**config.mk**
```make
export PLATFORM = sky130hd
export DESIGN_NAME = trap_queue
export DESIGN_NICKNAME = d
export VERILOG_FILES = /design/src/rtl/trap_pkg.sv /design/src/rtl/trap_fifo.sv /design/src/rtl/trap_queue.sv
export SDC_FILE = /design/constraint.sdc
export NUM_CORES = 1
export LEC_CHECK = 0
export ABC_AREA = 1
export CORE_MARGIN = 5
export CORE_UTILIZATION = 35
export DETAILED_ROUTE_END_ITERATION = 6
export PLACE_DENSITY = 0.63
export SLEW_MARGIN = 15
export SYNTH_ARGS = -nofsm -noshare
export SYNTH_HDL_FRONTEND = slang
export SYNTH_SLANG_ARGS = --single-unit
```
**constraint.sdc**
```tcl
create_clock -name clk -period 2.21 [get_ports clk]
set_input_delay 0.442 -clock clk [delete_from_list [all_inputs] [get_ports clk]]
set_output_delay 0.442 -clock clk [all_outputs]
set_load 0.03 [all_outputs]
```
**src/rtl/trap_pkg.sv**
```systemverilog
// Shared types and constants for the I/O trap queue.
// Build option: TRAP_PC_CAPTURE_EN adds the captured opcode address to every record.
package trap_pkg;

    // Readback register selects
    localparam logic [2:0] SEL_STATUS  = 3'd0;
    localparam logic [2:0] SEL_PORT_LO = 3'd1;
    localparam logic [2:0] SEL_PORT_HI = 3'd2;
    localparam logic [2:0] SEL_DATA    = 3'd3;
    localparam logic [2:0] SEL_PC_LO   = 3'd4;
    localparam logic [2:0] SEL_PC_HI   = 3'd5;

    // Status byte layout: {ovf, pc_valid, dir, 0, count[3:0]}
    localparam int ST_OVF = 7;
    localparam int ST_PCV = 6;
    localparam int ST_DIR = 5;

`ifdef TRAP_PC_CAPTURE_EN
    localparam bit PC_CAP_EN = 1'b1;
`else
    localparam bit PC_CAP_EN = 1'b0;
`endif

    typedef enum logic {
        ST_IDLE  = 1'b0,
        ST_ARMED = 1'b1
    } trap_state_t;

    typedef struct packed {
        logic        pc_valid;
        logic        dir;
        logic [15:0] port;
        logic [7:0]  data;
`ifdef TRAP_PC_CAPTURE_EN
        logic [15:0] pc;
`endif
    } trap_rec_t;

    localparam int REC_W = $bits(trap_rec_t);

endpackage

```
**src/rtl/trap_fifo.sv**
```systemverilog
// Generic register FIFO. A push into a full FIFO is accepted only when a pop
// frees the head slot in the same cycle; otherwise it is dropped and flagged.
module trap_fifo #(
    parameter int DEPTH = 2,
    parameter int W     = 8,
    parameter int CNT_W = $clog2(DEPTH) + 1
) (
    input  logic             clk,
    input  logic             reset_n,
    input  logic             push,
    input  logic             pop,
    input  logic [W-1:0]     din,
    output logic [W-1:0]     head,
    output logic             full,
    output logic             empty,
    output logic [CNT_W-1:0] count,
    output logic             dropped
);
    localparam int PW = $clog2(DEPTH);

    logic [W-1:0]  mem [DEPTH];
    logic [PW-1:0] wr_ptr;
    logic [PW-1:0] rd_ptr;
    logic          do_push;
    logic          do_pop;

    assign empty   = (count == '0);
    assign full    = (count == CNT_W'(DEPTH));
    assign do_pop  = pop & ~empty;
    assign do_push = push & (~full | do_pop);
    assign dropped = push & full & ~do_pop;
    assign head    = mem[rd_ptr];

    // Pointer and occupancy tracking; pointers wrap naturally (DEPTH is a power of two)
    always_ff @(posedge clk) begin
        if (!reset_n) begin
            wr_ptr <= '0;
            rd_ptr <= '0;
            count  <= '0;
        end else begin
            if (do_push) wr_ptr <= wr_ptr + 1'b1;
            if (do_pop)  rd_ptr <= rd_ptr + 1'b1;
            count <= count + CNT_W'(do_push) - CNT_W'(do_pop);
        end
    end

    // Record storage; contents are only meaningful between the pointers
    always_ff @(posedge clk) begin
        if (do_push) mem[wr_ptr] <= din;
    end

endmodule

```
**src/rtl/trap_queue.sv**
```systemverilog
// Queues trapped I/O accesses from the mapper glue for hypervisor readback.
// Build option: TRAP_PC_CAPTURE_EN stores the opcode address with each record
// and exposes it on rd_sel 4/5.
module trap_queue
    import trap_pkg::*;
#(
    parameter int DEPTH = 2,
    parameter int CNT_W = $clog2(DEPTH) + 1
) (
    input  logic        clk,
    input  logic        reset_n,
    input  logic [15:0] addr_bus,
    input  logic [7:0]  data_in,
    input  logic        capture_addr,
    input  logic        io_violation_cond,
    input  logic        io_direction,
    input  logic [2:0]  rd_sel,
    input  logic        rd_en,
    input  logic        pop,
    input  logic        clr_ovf,
    output logic [7:0]  data_out,
    output logic        data_oe,
    output logic        not_empty,
    output logic        overflow
);
    logic             viol_q, cap_q;
    logic             viol_rise, cap_rise;
    trap_state_t      state, state_n;
    trap_rec_t        rec, head_rec;
    logic [REC_W-1:0] fifo_head;
    logic             fifo_full, fifo_empty, fifo_drop;
    logic [CNT_W-1:0] count;
    logic [7:0]       rd_byte;
`ifdef TRAP_PC_CAPTURE_EN
    logic [15:0]      pc_hold;
`endif

    assign viol_rise = io_violation_cond & ~viol_q;
    assign cap_rise  = capture_addr & ~cap_q;

    // Edge-detect history. Under reset it loads the live level rather than 0,
    // which leaves no pending edge: a violation held across reset was already
    // reported (or discarded with the queue) and must not be pushed again.
    always_ff @(posedge clk) begin
        viol_q <= io_violation_cond;
        cap_q  <= capture_addr;
    end

    // State register
    always_ff @(posedge clk) begin
        if (!reset_n) state <= ST_IDLE;
        else          state <= state_n;
    end

    // ARMED means an opcode address is waiting to be attached to the next trap
    always_comb begin
        state_n = state;
        case (state)
            ST_IDLE:  if (cap_rise) state_n = ST_ARMED;
            ST_ARMED: begin
                if (cap_rise)       state_n = ST_ARMED;
                else if (viol_rise) state_n = ST_IDLE;
            end
            default:  state_n = ST_IDLE;
        endcase
    end

`ifdef TRAP_PC_CAPTURE_EN
    // Latest opcode address; the push in the same cycle still sees the old value
    always_ff @(posedge clk) begin
        if (!reset_n)      pc_hold <= '0;
        else if (cap_rise) pc_hold <= addr_bus;
    end
`endif

    // Record assembled from the violation cycle's buses
    always_comb begin
        rec          = '0;
        rec.pc_valid = (state == ST_ARMED);
        rec.dir      = io_direction;
        rec.port     = addr_bus;
        rec.data     = io_direction ? data_in : 8'h00;
`ifdef TRAP_PC_CAPTURE_EN
        rec.pc       = pc_hold;
`endif
    end

    trap_fifo #(.DEPTH(DEPTH), .W(REC_W), .CNT_W(CNT_W)) u_fifo (
        .clk     (clk),
        .reset_n (reset_n),
        .push    (viol_rise),
        .pop     (pop),
        .din     (rec),
        .head    (fifo_head),
        .full    (fifo_full),
        .empty   (fifo_empty),
        .count   (count),
        .dropped (fifo_drop)
    );

    // Stale storage must never leak out when the queue is empty
    assign head_rec  = fifo_empty ? '0 : trap_rec_t'(fifo_head);
    assign not_empty = ~fifo_empty;

    // Sticky overflow; a drop in the same cycle beats the clear
    always_ff @(posedge clk) begin
        if (!reset_n)       overflow <= 1'b0;
        else if (fifo_drop) overflow <= 1'b1;
        else if (clr_ovf)   overflow <= 1'b0;
    end

    // Readback mux over pre-edge state, so a coincident pop still shows the old head
    always_comb begin
        rd_byte = 8'h00;
        case (rd_sel)
            SEL_STATUS: begin
                rd_byte[ST_OVF] = overflow;
                rd_byte[ST_PCV] = PC_CAP_EN & head_rec.pc_valid;
                rd_byte[ST_DIR] = head_rec.dir;
                rd_byte[3:0]    = 4'(count);
            end
            SEL_PORT_LO: rd_byte = head_rec.port[7:0];
            SEL_PORT_HI: rd_byte = head_rec.port[15:8];
            SEL_DATA:    rd_byte = head_rec.data;
`ifdef TRAP_PC_CAPTURE_EN
            SEL_PC_LO:   rd_byte = head_rec.pc[7:0];
            SEL_PC_HI:   rd_byte = head_rec.pc[15:8];
`endif
            default:     rd_byte = 8'h00;
        endcase
    end

    // One-cycle registered readback with a single-cycle drive enable
    always_ff @(posedge clk) begin
        if (!reset_n) begin
            data_out <= 8'h00;
            data_oe  <= 1'b0;
        end else begin
            data_out <= rd_en ? rd_byte : 8'h00;
            data_oe  <= rd_en;
        end
    end

endmodule
```
# --- After elaboration in Yosys (flattened, before gate mapping) ---
# Memories as Yosys holds them, arrays and structs flattened. A register that Yosys moved wholly into a read port is not among the register bits.
# Index checks and enable logic that the tools add are counted.
classes:
  addsub: 4
  n_eq_ne: 4
  mux: 15
  bitwise_logic: 13
  n_reduce_logical: 4
op_table:
  columns: ["operator", "n"]
  rows:
  - ["2-to-1 mux 25 bit", 1]
  - ["one-hot mux 4 bit (4 select lines)", 1]
  - ["one-hot mux 3 bit (4 select lines)", 1]
  - ["2-to-1 mux 1 bit", 9]
  - ["2-to-1 mux 8 bit", 1]
  - ["bitwise AND 1 bit", 6]
  - ["== test 3 x 2 -> 1 bit (second input constant)", 2]
  - ["NOT 1 bit", 6]
  - ["== test 3 x 1 -> 1 bit (second input constant)", 1]
  - ["zero test 3 bit", 1]
  - ["one-hot mux 1 bit (3 select lines)", 1]
  - ["adder 1 bit (second input constant)", 2]
  - ["adder 2 x 1 -> 2 bit", 1]
  - ["== test 2 bit (second input constant)", 1]
  - ["zero test 2 bit", 1]
  - ["one-hot mux 1 bit (2 select lines)", 1]
  - ["AND reduction 2 bit", 1]
  - ["nonzero test 2 bit", 1]
  - ["subtractor 2 x 1 -> 2 bit", 1]
  - ["OR 1 bit", 1]
word_totals:
  regBits: 17
  mem_bits_rw: 52
  in_bits: 35
  output_inout_bits: 11
  wordCells: 50
  memories: 1
memory_table:
  columns: ["name", "depth", "width", "read_ports", "rd_clocked_by_memory_dff", "write_ports", "line_no", "text"]
  rows:
  - ["u_fifo.mem", 2, 26, 1, 1, 1, "trap_fifo.sv:21", "logic [W-1:0] mem [DEPTH];"]

# --- Logic depth before layout (Yosys ltp) ---
logic_depth:
  depth_word: 7
  ltp_mapped: 8
  depth_no_buf: 7

# --- Modules after synthesis ---
# From an unflattened synthesis, not the netlist that was laid out.
hier_totals:
  hier_cells: 247
  hier_area_um2: 2990.4
modules_own_cells:
  columns: ["module", "instances", "cells_per_inst", "area_per_inst_um2", "seq_area_each_um2"]
  rows:
  - ["trap_fifo", 1, 123, 2243.4, 1661.6]
  - ["trap_queue", 1, 124, 747.0, 260.2]

# --- Least setup slack after synthesis ---
# Ideal clock, no wire load.
synth_path:
  path_type: "in2reg"
  from: "input port io_violation_cond"
  to: "memory u_fifo.mem[1][0] in the netlist's numbering, enable pin"
  setup_time_ns: 0.408
  t_arrival_ns: 1.845
  required_time_ns: 1.802
  slack_ns: -0.043
  cell_stages: 4
  n_path_buf: 0
  path_cell_list: "inv_1 > nor2_1 > nand2_1 > nor2_1"
synth_via:
  elab_chain_cells: 4
synth_lines:
  columns: ["item", "line_no", "text"]
  rows:
  - ["start: declaration", "trap_queue.sv:15", "input logic io_violation_cond,"]
  - ["bitwise AND 1 bit", "trap_queue.sv:38", "assign viol_rise = io_violation_cond & ~viol_q;"]
  - ["bitwise AND 1 bit", "trap_fifo.sv:30", "assign do_push = push & (~full | do_pop);"]
  - ["2-to-1 mux 1 bit", "trap_fifo.sv:49", "if (do_push) mem[wr_ptr] <= din;"]
  - ["2-to-1 mux 1 bit (implied by the code)", "trap_fifo.sv:49", null]
  - ["end: declaration", "trap_fifo.sv:21", null]
# No other way between the ends.

# --- Worst setup path after layout ---
layout_path:
  from: "register u_fifo.count[1]"
  to: "output port not_empty"
layout_via:
  elab_chain_cells: 2
layout_lines:
  columns: ["item", "line_no", "text"]
  rows:
  - ["start: declaration", "trap_fifo.sv:16", "output logic [CNT_W-1:0] count,"]
  - ["start signal: assignment", "trap_fifo.sv:43", "count <= count + CNT_W'(do_push) - CNT_W'(do_pop);"]
  - ["zero test 2 bit", "trap_fifo.sv:27", "assign empty = (count == '0);"]
  - ["NOT 1 bit", "trap_queue.sv:103", "assign not_empty = ~fifo_empty;"]
  - ["end: declaration", "trap_queue.sv:23", "output logic not_empty,"]
# No other way between the ends.

==> impl_metrics.tcl <==
set metrics [dict create \
    outcome "completed" \
    core_mm2 0.00729 \
    cp_cell_sequence "nor2_1 -> inv_1 -> clkdlybuf4s50_1" \
    worstRegToRegCells 6 \
    tritoncts "done" \
    port_buffers 44 \
    crit_type "flop to primary output" \
    syn_to_final_growth_pct 28.2 \
    drtPass1Iterations 4 \
    routed_wl_mm 5.06 \
    crit_cells 3 \
    ys_ff_latch 66 \
    finalClockSkew_ps 7.63 \
    cp-start-kind "flop" \
    post-cts-setup-buffers 0 \
    path_delay_family "buffers and inverters" \
    crit_path_max_fanout 5 \
    grt.overflow.total 0 \
    grt_max_degree 20 \
    synth_edf_count 50 \
    path_buf_inv 2 \
    start_util 0.362 \
    r2r_setup_slack_ps 720 \
    hp-class "flop to flop" \
    slew_viol_final 0 \
    antenna_found_initial 0 \
    critPathMaxStageDelay_ps 670 \
    slowest_stage "clkdlybuf4s50_1" \
    die_y_um 96.8 \
    synth_top_area_share 0.569 \
    grt_pass1_vias 1764 \
    instances_no_fill 402 \
    synth_warnings 0 \
    grt_pass1_wl_mm 8.51 \
    cts.repair.resized 0 \
    yosys-top-cells-area "edfxtp_1 57%, dfxtp_1 12%, nand2_1 6.3%, inv_1 5.5%, nor2_1 4.3%" \
    syn-num-nets 278 \
    setup-violations-final 0 \
    gp_congestion 0.759 \
    hold_buffers 0 \
    synth_ff_type "edfxtp_1" \
    synth_area_mm2 0.00264 \
    p_seq_frac 0.521 \
    hold_viol_final 0 \
    avgSynthCellArea_um2 10.9 \
    vias_per_cell 4.36 \
    drtIter0Drc 50 \
    r2r_end "u_fifo.count[1]$_SDFF_PN0_" \
    die_x_um 96.8 \
    yosysTopAreaCell "edfxtp_1" \
    num_antenna_cells 0 \
    max-cap-violations 0 \
    power_leakage_uw 0.00139 \
    hpwl_mm 3.49 \
    combinationalPowerShare 0.179 \
    switching_share 0.266 \
    p_sw_uw 743 \
    yosysSeqAreaShare 0.690 \
    clk_path_buf_depth 2 \
    synth_common_cells "50 x edfxtp_1, 44 x nand2_1, 39 x inv_1" \
    crit_end "not_empty" \
    drive_above_1_share 0.112 \
    power.density_mw_per_mm2 827 \
    cts_max_level 3 \
    syn-instance-count 242 \
    startpoint "u_fifo.count[1]$_SDFF_PN0_" \
    finalSetupTns_ps 0 \
    r2r_start "u_fifo.count[1]$_SDFF_PN0_" \
    vias 1753 \
    synthArstFlopShare 0 \
    root_buffer "clkbuf_8" \
    rows 31 \
    rsz0062_at_grt "no" \
    fmax_mhz 489 \
    clock_latency_ps 340 \
    end_kind "primary output" \
    io_pins 46 \
    clkTransAtPathRegs_ps 70 \
    tightestPinTransition_ps 341 \
    utilization 0.464 \
    cp.arrival_ps 1600 \
    fin_crit_ps 2050 \
    grtUsageTotal 0.117 \
    synthMostInstantiatedCell "edfxtp_1" \
    die_area_mm2 0.00938 \
    synth.distinct_cells 24 \
    final_nets 334 \
    required_ps 1770 \
    drc 0 \
    vdd_drop_max_mv 0.303 \
    dp.cells 386 \
    slew_headroom 0.772 \
    clock_sinks 66 \
    wl_per_cell_um 12.6 \
    clkPwrFrac 0.300 \
    period_share 0.926 \
    cts_buffers 9 \
    drtAntennaViolNets 0 \
    finalPower_uw 2800 \
    preCtsSetupSlack_ps 261 \
    worst_slack_ps 164 \
    p_int_uw 2050 \
]
-- cell families after synthesis --
logic type | count (synthesis) | synth area share
AOI/OAI and AO/OA | 25 | 0.0597
adders and majority gates | 1 | 0.00474
and+or+nand+nor | 101 | 0.166
DFF | 66 | 0.690
buffers and inverters | 48 | 0.0754
xor gates and xnor gates | 1 | 0.00332
-- per-layer routing --
metal | global-route usage | up-vias | wire, um
li1 | - | 903 | -
met1 | 0.143 | 796 | 2340
met2 | 0.185 | 46 | 2330
met3 | 0.0374 | 8 | 283
met4 | 0.0616 | 0 | 108
met5 | 0 | - | 0
-- area by class of cell --
type	count	area, um2
Fill cell	709	3910
Inverter	42	158
Clock buffer	12	145
Tap cell	99	124
Clock inverter	4	17.5
Multi-Input combinational cell	128	623
Sequential cell	66	1820
Timing Repair Buffer	51	493
-- registers in the layout, summed over array words and instances (netlist names), named ones only --
register	count
data_out	8
overflow	1
u_fifo.wr_ptr	1
u_fifo.count	2
viol_q	1
data_oe	1
u_fifo.mem	50
u_fifo.rd_ptr	1
-- worst min-delay path by stage --
stage               cells after the start  slack (ps)                          to                        from
global route                            1         510  u_fifo.rd_ptr$_SDFFE_PN0P_  u_fifo.rd_ptr$_SDFFE_PN0P_
global placement                        1         440  u_fifo.rd_ptr$_SDFFE_PN0P_  u_fifo.rd_ptr$_SDFFE_PN0P_
CTS                                     1         460  u_fifo.rd_ptr$_SDFFE_PN0P_  u_fifo.rd_ptr$_SDFFE_PN0P_
floorplan                               1         430                        flop  u_fifo.rd_ptr$_SDFFE_PN0P_
finish                                  1         460  u_fifo.rd_ptr$_SDFFE_PN0P_  u_fifo.rd_ptr$_SDFFE_PN0P_
detailed placement                      1         450  u_fifo.rd_ptr$_SDFFE_PN0P_  u_fifo.rd_ptr$_SDFFE_PN0P_
-- per-stage QoR --
stage	hold WS (ps)	cell area [um2]
floorplan	425	2640
global route	505	3380
global placement	437	3220
CTS	458	3380
detailed placement	448	3220
finish	461	3380
-- power by group through the flow --
stage / Combinational, uW / Clock (uW) / Sequential [uW]
2_1_floorplan: 323 / 0 / 1490
3_3_place_gp: 497 / 0 / 1480
3_5_place_dp: 508 / 0 / 1480
4_1_cts: 511 / 862 / 1450
5_1_grt: 571 / 923 / 1460
6_report: 502 / 838 / 1460
-- placed cells by master (no fill, tap or decap) --
| cell | instances |
|---|---|
| clkinv_1 | 2 |
| dfxtp_1 | 16 |
| buf_4 | 7 |
| clkbuf_8 | 10 |
| nand2_2 | 1 |
| nand3_1 | 14 |
| a21oi_1 | 5 |
| o21ai_0 | 5 |
| o211ai_2 | 1 |
| o21ai_1 | 4 |
| nand4_1 | 1 |
| nor2_1 | 28 |
| nand2_1 | 44 |
| or2_2 | 6 |
| clkbuf_1 | 2 |
| nor3_1 | 1 |
| xnor2_1 | 1 |
| edfxtp_1 | 50 |
| inv_2 | 3 |
| nor2_2 | 2 |
| clkdlybuf4s50_1 | 44 |
| ha_1 | 1 |
| nor2_4 | 2 |
| clkinv_2 | 2 |
| nand3b_1 | 1 |
| or2_1 | 1 |
| inv_1 | 39 |
| o211ai_1 | 10 |
No activity file was read; power rests on OpenSTA's default activity.
